File: config.mk
export PLATFORM = sky130hd
export DESIGN_NAME = mul_div_unit
export DESIGN_NICKNAME = d
export VERILOG_FILES = /design/src/rtl/mul_div_unit.sv
export SDC_FILE = /design/constraint.sdc
export NUM_CORES = 1
export LEC_CHECK = 0
export ABC_AREA = 1
export CORE_UTILIZATION = 54
export CTS_CLUSTER_SIZE = 30
export DETAILED_ROUTE_END_ITERATION = 7
export GPL_TIMING_DRIVEN = 0
export PLACE_DENSITY_LB_ADDON = 0.1
export RECOVER_POWER = 25
export SETUP_SLACK_MARGIN = 0.02
export SLEW_MARGIN = 20
export SYNTH_ARGS = -nofsm -noshare
export SYNTH_HDL_FRONTEND = slang
export SYNTH_SLANG_ARGS = --single-unit
File: constraint.sdc
create_clock -name Clk -period 2.7 [get_ports Clk]
set_input_delay 0.54 -clock Clk [delete_from_list [all_inputs] [get_ports Clk]]
set_output_delay 0.54 -clock Clk [all_outputs]
set_load 0.05 [all_outputs]
File: src/rtl/mul_div_unit.sv
// Iterative radix-2 multiply/divide unit (MULT, MULTU, DIV, DIVU) holding the HI/LO registers.
// Define MULDIV_HILO_WRITE_EN to add the MTHI/MTLO write ports Hi_We, Lo_We and Wr_Data.
module mul_div_unit #(
   parameter int unsigned WIDTH = 32,
   parameter int unsigned CNT_W = 6
) (
   input  logic             Clk,
   input  logic             Reset,
   input  logic             Start,
   input  logic [1:0]       Op,
   input  logic [WIDTH-1:0] A,
   input  logic [WIDTH-1:0] B,
`ifdef MULDIV_HILO_WRITE_EN
   input  logic             Hi_We,
   input  logic             Lo_We,
   input  logic [WIDTH-1:0] Wr_Data,
`endif
   output logic             Busy,
   output logic             Done,
   output logic             DivByZero,
   output logic [WIDTH-1:0] Hi,
   output logic [WIDTH-1:0] Lo
);

   typedef enum logic [1:0] {StIdle, StCalc, StFin} state_e;

   state_e             state_q;
   logic [1:0]         op_q;      // [1]: divide, [0]: signed
   logic               sign_a_q;
   logic               sign_b_q;
   logic               b_zero_q;
   logic [WIDTH-1:0]   mag_b_q;
   logic [2*WIDTH-1:0] acc_q;
   logic [CNT_W-1:0]   cnt_q;

   logic               sign_a;
   logic               sign_b;
   logic [WIDTH-1:0]   mag_a;
   logic [WIDTH-1:0]   mag_b;
   logic [WIDTH-1:0]   addend;
   logic [WIDTH:0]     mul_sum;
   logic [WIDTH:0]     div_cand;
   logic [WIDTH:0]     div_diff;
   logic [2*WIDTH-1:0] acc_step;
   logic [2*WIDTH-1:0] prod;
   logic [WIDTH-1:0]   quot_fix;
   logic [WIDTH-1:0]   rem_fix;

   always_comb begin
      sign_a   = Op[0] & A[WIDTH-1];
      sign_b   = Op[0] & B[WIDTH-1];
      mag_a    = sign_a ? -A : A;
      mag_b    = sign_b ? -B : B;
      // Multiply: multiplier sits in the low half and is consumed LSB first.
      addend   = acc_q[0] ? mag_b_q : '0;
      mul_sum  = {1'b0, acc_q[2*WIDTH-1:WIDTH]} + {1'b0, addend};
      // Divide: partial remainder shifted left with the next dividend bit.
      div_cand = acc_q[2*WIDTH-1:WIDTH-1];
      div_diff = div_cand - {1'b0, mag_b_q};
      if (!op_q[1]) begin
         acc_step = {mul_sum, acc_q[WIDTH-1:1]};
      end else if (!div_diff[WIDTH]) begin
         acc_step = {div_diff[WIDTH-1:0], acc_q[WIDTH-2:0], 1'b1};
      end else begin
         acc_step = {acc_q[2*WIDTH-2:0], 1'b0};
      end
      prod     = (sign_a_q ^ sign_b_q) ? -acc_q : acc_q;
      quot_fix = (sign_a_q ^ sign_b_q) ? -acc_q[WIDTH-1:0] : acc_q[WIDTH-1:0];
      rem_fix  = sign_a_q ? -acc_q[2*WIDTH-1:WIDTH] : acc_q[2*WIDTH-1:WIDTH];
   end

   always_ff @(posedge Clk) begin
      if (Reset) begin
         state_q   <= StIdle;
         op_q      <= '0;
         sign_a_q  <= 1'b0;
         sign_b_q  <= 1'b0;
         b_zero_q  <= 1'b0;
         mag_b_q   <= '0;
         acc_q     <= '0;
         cnt_q     <= '0;
         Busy      <= 1'b0;
         Done      <= 1'b0;
         DivByZero <= 1'b0;
         Hi        <= '0;
         Lo        <= '0;
      end else begin
         Done      <= 1'b0;
         DivByZero <= 1'b0;
`ifdef MULDIV_HILO_WRITE_EN
         if (!Busy) begin
            if (Hi_We) Hi <= Wr_Data;
            if (Lo_We) Lo <= Wr_Data;
         end
`endif
         case (state_q)
            StIdle: begin
               if (Start) begin
                  op_q     <= Op;
                  sign_a_q <= sign_a;
                  sign_b_q <= sign_b;
                  b_zero_q <= (B == '0);
                  mag_b_q  <= mag_b;
                  acc_q    <= {{WIDTH{1'b0}}, mag_a};
                  cnt_q    <= '0;
                  Busy     <= 1'b1;
                  state_q  <= StCalc;
               end
            end
            StCalc: begin
               acc_q <= acc_step;
               cnt_q <= cnt_q + 1'b1;
               if (cnt_q == CNT_W'(WIDTH - 1)) state_q <= StFin;
            end
            StFin: begin
               if (op_q[1]) begin
                  // A zero divisor leaves the dividend as remainder, so Hi already equals A.
                  Hi        <= rem_fix;
                  Lo        <= b_zero_q ? '1 : quot_fix;
                  DivByZero <= b_zero_q;
               end else begin
                  {Hi, Lo} <= prod;
               end
               Done    <= 1'b1;
               Busy    <= 1'b0;
               state_q <= StIdle;
            end
            default: state_q <= StIdle;
         endcase
      end
   end

endmodule

Yosys cells after proc, flatten, opt, wreduce, memory -nomap -nowiden
Index checks and enable logic that the tools add are counted.

cells by class
  $add $sub $neg = 8
  eq/ne operators = 5
  multiplexer cells = 21
  bitwise gates (word level) = 5
  reduce and logical (&&, ||, !) cells = 9

operators by type and width
  operator               count
  $mux W32               8
  $mux W64               4
  $neg A32 Y32           4
  $pmux W64 S2           1
  $neg A64 Y64           1
  $add A32 B32 Y33       1
  $sub A33 B32 Y33       1
  $logic_not A32 Y1      1
  $pmux W6 S2            1
  $reduce_and A2 Y1      4
  $add A6 B1 Y6 const B  1
  $eq A6 B5 Y1 const B   1
  $mux W6                1
  $mux W2                2
  $ne A2 B2 Y1 const B   2
  $pmux W2 S2            1
  $reduce_bool A2 Y1     2
  $reduce_or A3 Y1       1
  $and A1 B1 Y1          2
  $eq A2 B1 Y1 const B   1
  $eq A2 B2 Y1 const B   1
  $logic_not A2 Y1       1
  $mux W1                2
  $not A1 Y1             2
  other kinds (2)        2

word-level totals
  register bits = 176
  input port bits = 69
  output and inout bits = 67

Logic depth before layout (Yosys ltp)
Gate-level depths: netlist (run 1).

  depth after elaboration = 4
  gate-level depth with buffers = 20

Worst setup path before layout (run 1)
Ideal clock, no wire load.

  path type = register to register
  from = register acc_q[0]
  to = register acc_q[59]
  arrival time = 2.451 ns
  required time = 2.563 ns
  setup slack = 0.112 ns
  cell stages (with the launch flop) = 20
  path buffers = 2
  clock period less this slack = 2.588 ns
  cells stage by stage = dfxtp_1 > buf_2 > clkbuf_1 > nand2_1 > inv_1 > ha_1 > inv_1 > fa_1 > o21ai_1 > nand2_1 > nand2_1 > nand2_1 > nand2_1 > nand3_1 > nand3_1 > nand2_1 > nor2_1 > nor2_1 > nand2_1 > a21oi_1

between the ends
  longest elaborated chain between the ends = 4

RTL lines
  what                      line  text
  start: declaration        33    logic [2*WIDTH-1:0] acc_q;
  start signal: assignment  104   acc_q <= {{WIDTH{1'b0}}, mag_a};
  start signal: assignment  111   acc_q <= acc_step;
  $mux W32                  55    addend = acc_q[0] ? mag_b_q : '0;
  $add A32 B32 Y33          56    mul_sum = {1'b0, acc_q[2*WIDTH-1:WIDTH]} + {1'b0, addend};
  $mux W64                  60    if (!op_q[1]) begin
  $pmux W64 S2              96    case (state_q)

No other way between the ends.
A chain may end at the register's enable or synchronous reset.

Worst setup path after layout (run 1)
  from = register sign_a_q
  to = register Lo[1]

between the ends
  longest elaborated chain between the ends = 4
  elaborated cells on any way between the ends = 5

RTL lines
  what                      line    text
  start: declaration        29      logic sign_a_q;
  start signal: assignment  100     sign_a_q <= sign_a;
  $xor A1 B1 Y1 *           67, 68
  $mux W32                  68      quot_fix = (sign_a_q ^ sign_b_q) ? -acc_q[WIDTH-1:0] : acc_q[WIDTH-1:0];
  $mux W32                  119     Lo <= b_zero_q ? '1 : quot_fix;
  $mux W32 *                116     if (op_q[1]) begin
  end signal: assignment    119
  end signal: assignment    122     {Hi, Lo} <= prod;
  end: declaration          22      output logic [WIDTH-1:0] Lo

Mark *: on every way between the ends. The rest lies on a longest branch, timed or not.

==> results of run 1 <==
==> cells by family after synthesis <==
logic type / Yosys count / share of synthesized area, %
xor+xnor: 69 / 3.80
fa+ha+maj: 71 / 5.69
buf+inv: 520 / 12.6
flops: 175 / 22.0
simple gates: 1320 / 35.3
compound gates: 585 / 20.5
==> area by class of cell <==
type | instances | area (um2)
inverters | 425 | 1610
clock buffers | 21 | 470
fillers | 2688 | 9660
flip-flops and latches | 175 | 3600
plain buffers | 94 | 448
repair buffers | 152 | 1530
multi-input cells | 2046 | 11000
well taps | 384 | 480
clock inverters | 10 | 80.1
==> path summary, 6_finish.rpt <==
kind / slack, ns / endpoint / cells after the start
hold reg to reg: 0.45 / Hi[6]$_SDFFE_PP0P_ / 2
setup / recovery: 0.04 / Lo[1]$_SDFFE_PP0P_ / 9
hold / removal: 0.45 / Hi[6]$_SDFFE_PP0P_ / 2
setup reg to reg: 0.04 / Lo[1]$_SDFFE_PP0P_ / 9
==> power by group <==
| part | total [uW] | switching, uW | internal (uW) |
|---|---|---|---|
| sequential | 3070 | 329 | 2740 |
| clock | 2430 | 1170 | 1260 |
| combinational | 4250 | 2840 | 1410 |
| total | 9760 | 4350 | 5410 |
==> sequential cells by signal, indices dropped and copies added, names as in the netlist <==
register	count
Busy	1
DivByZero	1
Done	1
Hi	32
Lo	32
acc_q	64
b_zero_q	1
cnt_q	6
mag_b_q	32
op_q	1
sign_a_q	1
sign_b_q	1
state_q	2
==> timing repair <==
item | 4_1_cts | 5_1_grt
setup buffers | 11 | 6
cloned | 2 | 0
pin swaps | 9 | 26
gates resized for setup | 63 | 177
setup endpoints to repair | 33 | 48
==> worst reg2reg max path: stages, from the launching register on <==
cell	delay [ns]
dfxtp_1	0.64
or2_1	0.17
nand2_1	0.18
buf_2	0.30
inv_2	0.21
clkbuf_1	0.51
nand2_1	0.11
o211ai_1	0.23
o211ai_1	0.17
inv_1	0.09
==> through the flow <==
step           util [%]  power (uW)
2_1_floorplan         -        5610
3_3_place_gp       61.4        6820
3_5_place_dp       61.4        6880
4_1_cts            64.2        9390
5_1_grt            66.5       10200
6_report           66.5        9760
==> routing by layer <==
metal / vias up / GRT usage (%) / routed length [um]
met1: 8872 / 57.8 / 26700
li1: 9306 / - / -
met4: 0 / 18.4 / 3180
met2: 1285 / 64.3 / 27500
met3: 214 / 10.1 / 8930
met5: - / 0 / 0
==> Yosys cell counts (3+ instances only) <==
master,instances,area [um2]
nor4_1,14,87.6
a21o_1,9,67.6
o211ai_2,3,37.5
a21oi_1,221,1110
o221a_2,3,33.8
a221oi_1,5,43.8
o211ai_1,11,82.6
nor3_1,41,205
a21oi_2,6,52.6
nand2_2,13,81.3
o21ai_0,222,1110
buf_2,11,55.1
ha_1,69,863
o21bai_1,10,75.1
nor2_2,8,50.1
o221ai_1,22,193
clkinv_1,7,26.3
o31ai_1,5,37.5
xor2_1,56,490
nand3_1,220,1100
xnor2_1,13,114
nor2_1,253,950
or2_2,6,37.5
inv_2,12,45.0
dfxtp_1,175,3500
buf_6,3,33.8
inv_1,405,1520
buf_1,4,15.0
clkbuf_1,76,285
a31oi_1,27,169
nand2_1,708,2660
o21ai_1,30,150
nand3b_1,13,97.6
nand4_1,28,175
==> results by group, run 1 <==
Timing
  • Final hold violation count: 0
  • Post-route clock period utilization: 98.5%
  • Max Slew Vio Count: 0
  • Fin Clk Skew: between 0.01 and 0.015 ns
  • Final Setup Violations: 0
  • Setup TNS: 0 ns
  • Unrepaired setup endpoints after global routing: yes
  • Final WS setup: ~0.041 ns
  • Max frequency: 376 MHz
  • Hold Slack: 0.447 ns
  • Worst Tran Pin Value: 0.977 ns
  • Post-layout minimum cycle time: 2.66 ns
  • Rel. slew slack: between 30% and 40%

Clocking
  • Worst-case clock buffer depth: 2
  • Total CTS buffers: 17
  • TritonCTS Sinks: ~180
  • Reg clk slew, reported paths: around 0.070 ns
  • Root Driver: clkbuf_16
  • CTS tree: done
  • Clk Latency, worst-skew pair: around 0.45 ns
  • Hold-fix buffers, CTS: 0
  • H-tree depth: 4

Final layout
  • Nets: ~3100
  • Most frequent cells in the layout: nand2_1, inv_1, nor2_1
  • Diodes inserted: 0
  • Area of all placed cells without fillers: between 15000 and 20000 um2
  • Layout cell share with drive strength beyond 1: 10.5%
  • Commonest non-fill, non-tap cell in the layout: nand2_1
  • Area delta synth->final: 20.8%
  • Non-filler cells, final: 3307

Yosys
  • Seq cells post-synth: around 180
  • Synth warn: 0
  • Sequential-to-total area share from yosys stat: 22.0%
  • Post-synth top flop: dfxtp_1
  • FFs w/ async S/R, synth: 0%
  • Synthesized area: around 16000 um2
  • Post-Syn Area per Cell: 5.80 um2
  • EDFF count, synth: 0
  • Distinct cells, synth: 56
  • Synth Instances: ~2700
  • Post-synthesis net count: 2880

Critical path
  • WP data required: approximately 3 ns
  • CP Capture Type: flop
  • Buffers & Inverters on Critical Path: 4
  • Crit start category: flop
  • Reg2reg start: sign_a_q$_SDFFE_PP0P_
  • Slowest-stage cell, CP: dfxtp_1
  • Critical path type: reg2reg
  • Worst-path maximum fanout: 10
  • CP Cell Sequence: or2_1, nand2_1, buf_2, inv_2, clkbuf_1, nand2_1, o211ai_1, o211ai_1, inv_1
  • Crit path largest cell delay: 0.64 ns
  • Critical Path AT: 3.05 ns
  • Top delay family on crit path: buffers and inverters
  • Worst Setup SP: sign_a_q$_SDFFE_PP0P_

Worst hold path
  • Worst hold start: Hi[6]$_SDFFE_PP0P_
  • Min-delay worst type: reg2reg

Die
  • I/O pin count: around 140
  • Die Height: between 150 and 200 um
  • Row count: 62
  • Initial Util: roughly 55%
  • Die width: between 150 and 200 um
  • Die area: 30100 um2
  • Core box area: between 20000 and 30000 um2

Placed design
  • Dpl cells: approximately 3300
  • Worst Setup Slack post-DPL: -0.959 ns
  • Post-Place Cell Area: roughly 18000 um2
  • Port bufs: around 130
  • GPL Wtd Cong: just over 1
  • Hpwl dp: 52.7 mm

Global route
  • GRT Util Overall: 42.7%
  • Largest net degree at the start of global routing: 17
  • Vias in the first global route: about 18000
  • First-pass GRT wire length: slightly below 100 mm
  • Antenna violations before repair: 0
  • Remaining global-route overflow: 0

Pwr
  • Leak Pwr: a little over 0.009 uW
  • Worst vdd ir: approximately 0.00044 V
  • Pwr Density: 508 nW/um2

Routing
  • Initial DRC count: 2743
  • Total Wirelength: between 60 and 70 mm
  • Vias per cell: ~6.0
  • Final routed DRC violation total: 1
  • Via count: ~20000
  • Detailed Routing Iterations Pass 1: 8
  • Routed Antenna Nets: 0
  • Drt wl/cell: between 20 and 25 um

Status
  • Failing checks: DRC
  • Status: complete, but fails checks

Flow run
  • MaxCap Viol Count: 0
No activity file was read; power rests on OpenSTA's default activity.
==> inputs of run 2 (changes only) <==
--- a/config.mk
+++ b/config.mk
@@ -6,6 +6,7 @@
 export NUM_CORES = 1
 export LEC_CHECK = 0
 export ABC_AREA = 1
+export CORE_MARGIN = 2
 export CORE_UTILIZATION = 54
 export CTS_CLUSTER_SIZE = 30
 export DETAILED_ROUTE_END_ITERATION = 7
@@ -13,7 +14,6 @@
 export PLACE_DENSITY_LB_ADDON = 0.1
 export RECOVER_POWER = 25
 export SETUP_SLACK_MARGIN = 0.02
-export SLEW_MARGIN = 20
 export SYNTH_ARGS = -nofsm -noshare
 export SYNTH_HDL_FRONTEND = slang
 export SYNTH_SLANG_ARGS = --single-unit
==> run 2 against run 1 <==
  * The run now ends clean
  * Non-clock buffer count up 8
  * Setup slack better by 0.0043 ns
  * Critical path depth up 8
  * Highest routed layer unchanged
  * Total power up 1.7%
  * Maximum frequency up 0.16%
  * Wire length up 2.0%
  * Global-route usage down 0.41 points
  * Sequential power about the same
==> results by group, run 2 (synthesis gave the netlist of run 1 again) <==
Critical path
  • Worst Setup SP: mag_b_q[3]$_SDFFE_PP0P_
  • Crit start category: flop
  • Reg2reg start: mag_b_q[3]$_SDFFE_PP0P_
  • Critical Path AT: between 2 and 3 ns
  • Worst-path maximum fanout: 5
  • WP data required: roughly 3 ns
  • Critical path type: reg2reg
  • CP Capture Type: flop

Clocking
  • CTS tree: done
  • Hold-fix buffers, CTS: 0
  • Total CTS buffers: 17
  • Root Driver: clkbuf_16
  • Reg clk slew, reported paths: roughly 0.080 ns
  • TritonCTS Sinks: roughly 180
  • Clk Latency, worst-skew pair: ~0.45 ns
  • H-tree depth: 4
  • Worst-case clock buffer depth: 2

Timing
  • Fin Clk Skew: around 0.016 ns
  • Worst Tran Pin Value: slightly above 1 ns
  • Final WS setup: around 0.045 ns
  • Rel. slew slack: between 30 and 40%
  • Final Setup Violations: 0
  • Hold Slack: around 0.45 ns
  • Final hold violation count: 0
  • Setup TNS: 0 ns
  • Post-route clock period utilization: between 90% and 100%
  • Unrepaired setup endpoints after global routing: yes
  • Max Slew Vio Count: 0
  • Max frequency: 377 MHz
  • Post-layout minimum cycle time: 2.65 ns

Routing
  • Initial DRC count: around 2500
  • Routed Antenna Nets: 0
  • Via count: around 20000
  • Final routed DRC violation total: 0
  • Total Wirelength: slightly below 70 mm
  • Vias per cell: 6.01
  • Detailed Routing Iterations Pass 1: 7
  • Drt wl/cell: between 20 and 25 um

Pwr
  • Sw frac: 44.6%
  • Pint: between 5000 and 6000 uW
  • Clock share of power: ~26%
  • Leak Pwr: just over 0.009 uW
  • Psw: 4430 uW
  • Reg power frac: just over 30%
  • Share of total power in combinational logic: a little over two fifths
  • Worst vdd ir: around 0.00049 V
  • Pwr Density: 517 nW/um2

Final layout
  • Nets: between 3000 and 4000
  • Max FFs per register: 64
  • Area of all placed cells without fillers: between 15000 and 20000 um2
  • Layout cell share with drive strength beyond 1: about 10%
  • Commonest non-fill, non-tap cell in the layout: nand2_1
  • Most frequent cells in the layout: nand2_1, inv_1, nor2_1
  • Area delta synth->final: 20.9%
  • Non-filler cells, final: 3317
  • Largest Register: acc_q

Global route
  • Gr busiest metal: met2
  • GRT Util Overall: 42.2%
  • Remaining global-route overflow: 0
  • Vias in the first global route: about 18000
  • GR Util met1: 57.0%
  • Largest net degree at the start of global routing: 17
  • First-pass GRT wire length: about 100 mm
  • GRT met3 Usage: about 11%
  • Antenna violations before repair: 1
  • GR Util met2: between 60% and 70%

Placed design
  • Hpwl dp: approximately 53 mm
  • Worst Setup Slack post-DPL: -0.897 ns
  • Post-Place Cell Area: 17700 um2
  • GPL Wtd Cong: 1.02
  • Port bufs: 134
  • Dpl cells: between 3000 and 4000

Die
  • I/O pin count: ~140
  • Die width: about 180 um
  • Row count: a little over 60
  • Die area: slightly above 30000 um2
  • Core box area: roughly 29000 um2
  • Die Height: roughly 180 um
  • Initial Util: a little under three fifths

Worst hold path
  • Min-delay worst type: reg2reg
  • Worst hold start: Hi[31]$_SDFFE_PP0P_

Status
  • Status: finished clean

Flow run
  • MaxCap Viol Count: 0
## run 2: cell count changes in the layout (fill, tap and decap cells not counted), sizes merged
cell | previous run | this run
inv | 421 | 422
bufinv | 0 | 1
dlygate4sd3 | 43 | 44
clkbuf | 98 | 96
buf | 34 | 43
bufbuf | 1 | 0
clkinvlp | 2 | 3
clkdlybuf4s50 | 91 | 90
diode | 0 | 1
## run 2: routing by layer
metal | vias to the layer above | wire length (um)
met3 | 240 | 9310
met4 | 0 | 3310
met1 | 9026 | 27000
met2 | 1375 | 28100
met5 | - | 0
li1 | 9306 | -
## run 2: final cells by class
class	count	area, um2
Timing Repair Buffer	161	1610
Buffer	93	442
Multi-Input combinational cell	2046	10900
Sequential cell	175	3600
Clock buffer	19	453
Antenna cell	1	2.50
Tap cell	384	480
Inverter	425	1610
Fill cell	2680	9650
Clock inverter	13	126
## run 2: path summary, 6_finish.rpt
check | cells after the start | endpoint | slack, ns
worst max-delay path | 17 | acc_q[63]$_SDFFE_PP0P_ | 0.05
worst min-delay path | 2 | Hi[31]$_SDFFE_PP0P_ | 0.45
worst max register to register | 17 | acc_q[63]$_SDFFE_PP0P_ | 0.05
worst min register to register | 2 | Hi[31]$_SDFFE_PP0P_ | 0.45
## run 2: stage by stage
step / total power [uW] / utilization (%)
floorplan: 5610 / -
global placement: 6820 / 61.4
detailed placement: 6890 / 61.4
CTS: 9520 / 64.3
global route: 10300 / 66.5
finish: 9920 / 66.5
## run 2: worst max-delay path: stages (launching register included)
cell     delay, ns
dfxtp_1       0.50
inv_1         0.10
ha_1          0.33
inv_1         0.09
nand2_1       0.12
nand3_2       0.10
nand2_2       0.08
nand2_1       0.08
nand2_2       0.10
nand2_4       0.13
nand2_4       0.07
nand2_8       0.10
nand2_8       0.11
buf_8         0.16
nand3_2       0.08
nand3_2       0.12
nand2_2       0.14
a21oi_1       0.07
## run 2: timing repair
action | 4_1_cts | 5_1_grt
gates cloned | 2 | 1
endpoints found under the hold margin | 0 | 0
gates resized for setup | 60 | 152
pin swaps | 10 | 27
setup buffers | 11 | 14
setup endpoints to repair | 36 | 43
## run 2: power by group through the flow
stage          clock [uW]  sequential, uW  combinational [uW]
2_1_floorplan           0            2920                2690
5_1_grt              2620            3060                4650
6_report             2550            3060                4300
3_5_place_dp            0            3070                3820
3_3_place_gp            0            3070                3750
4_1_cts              2520            3020                3980
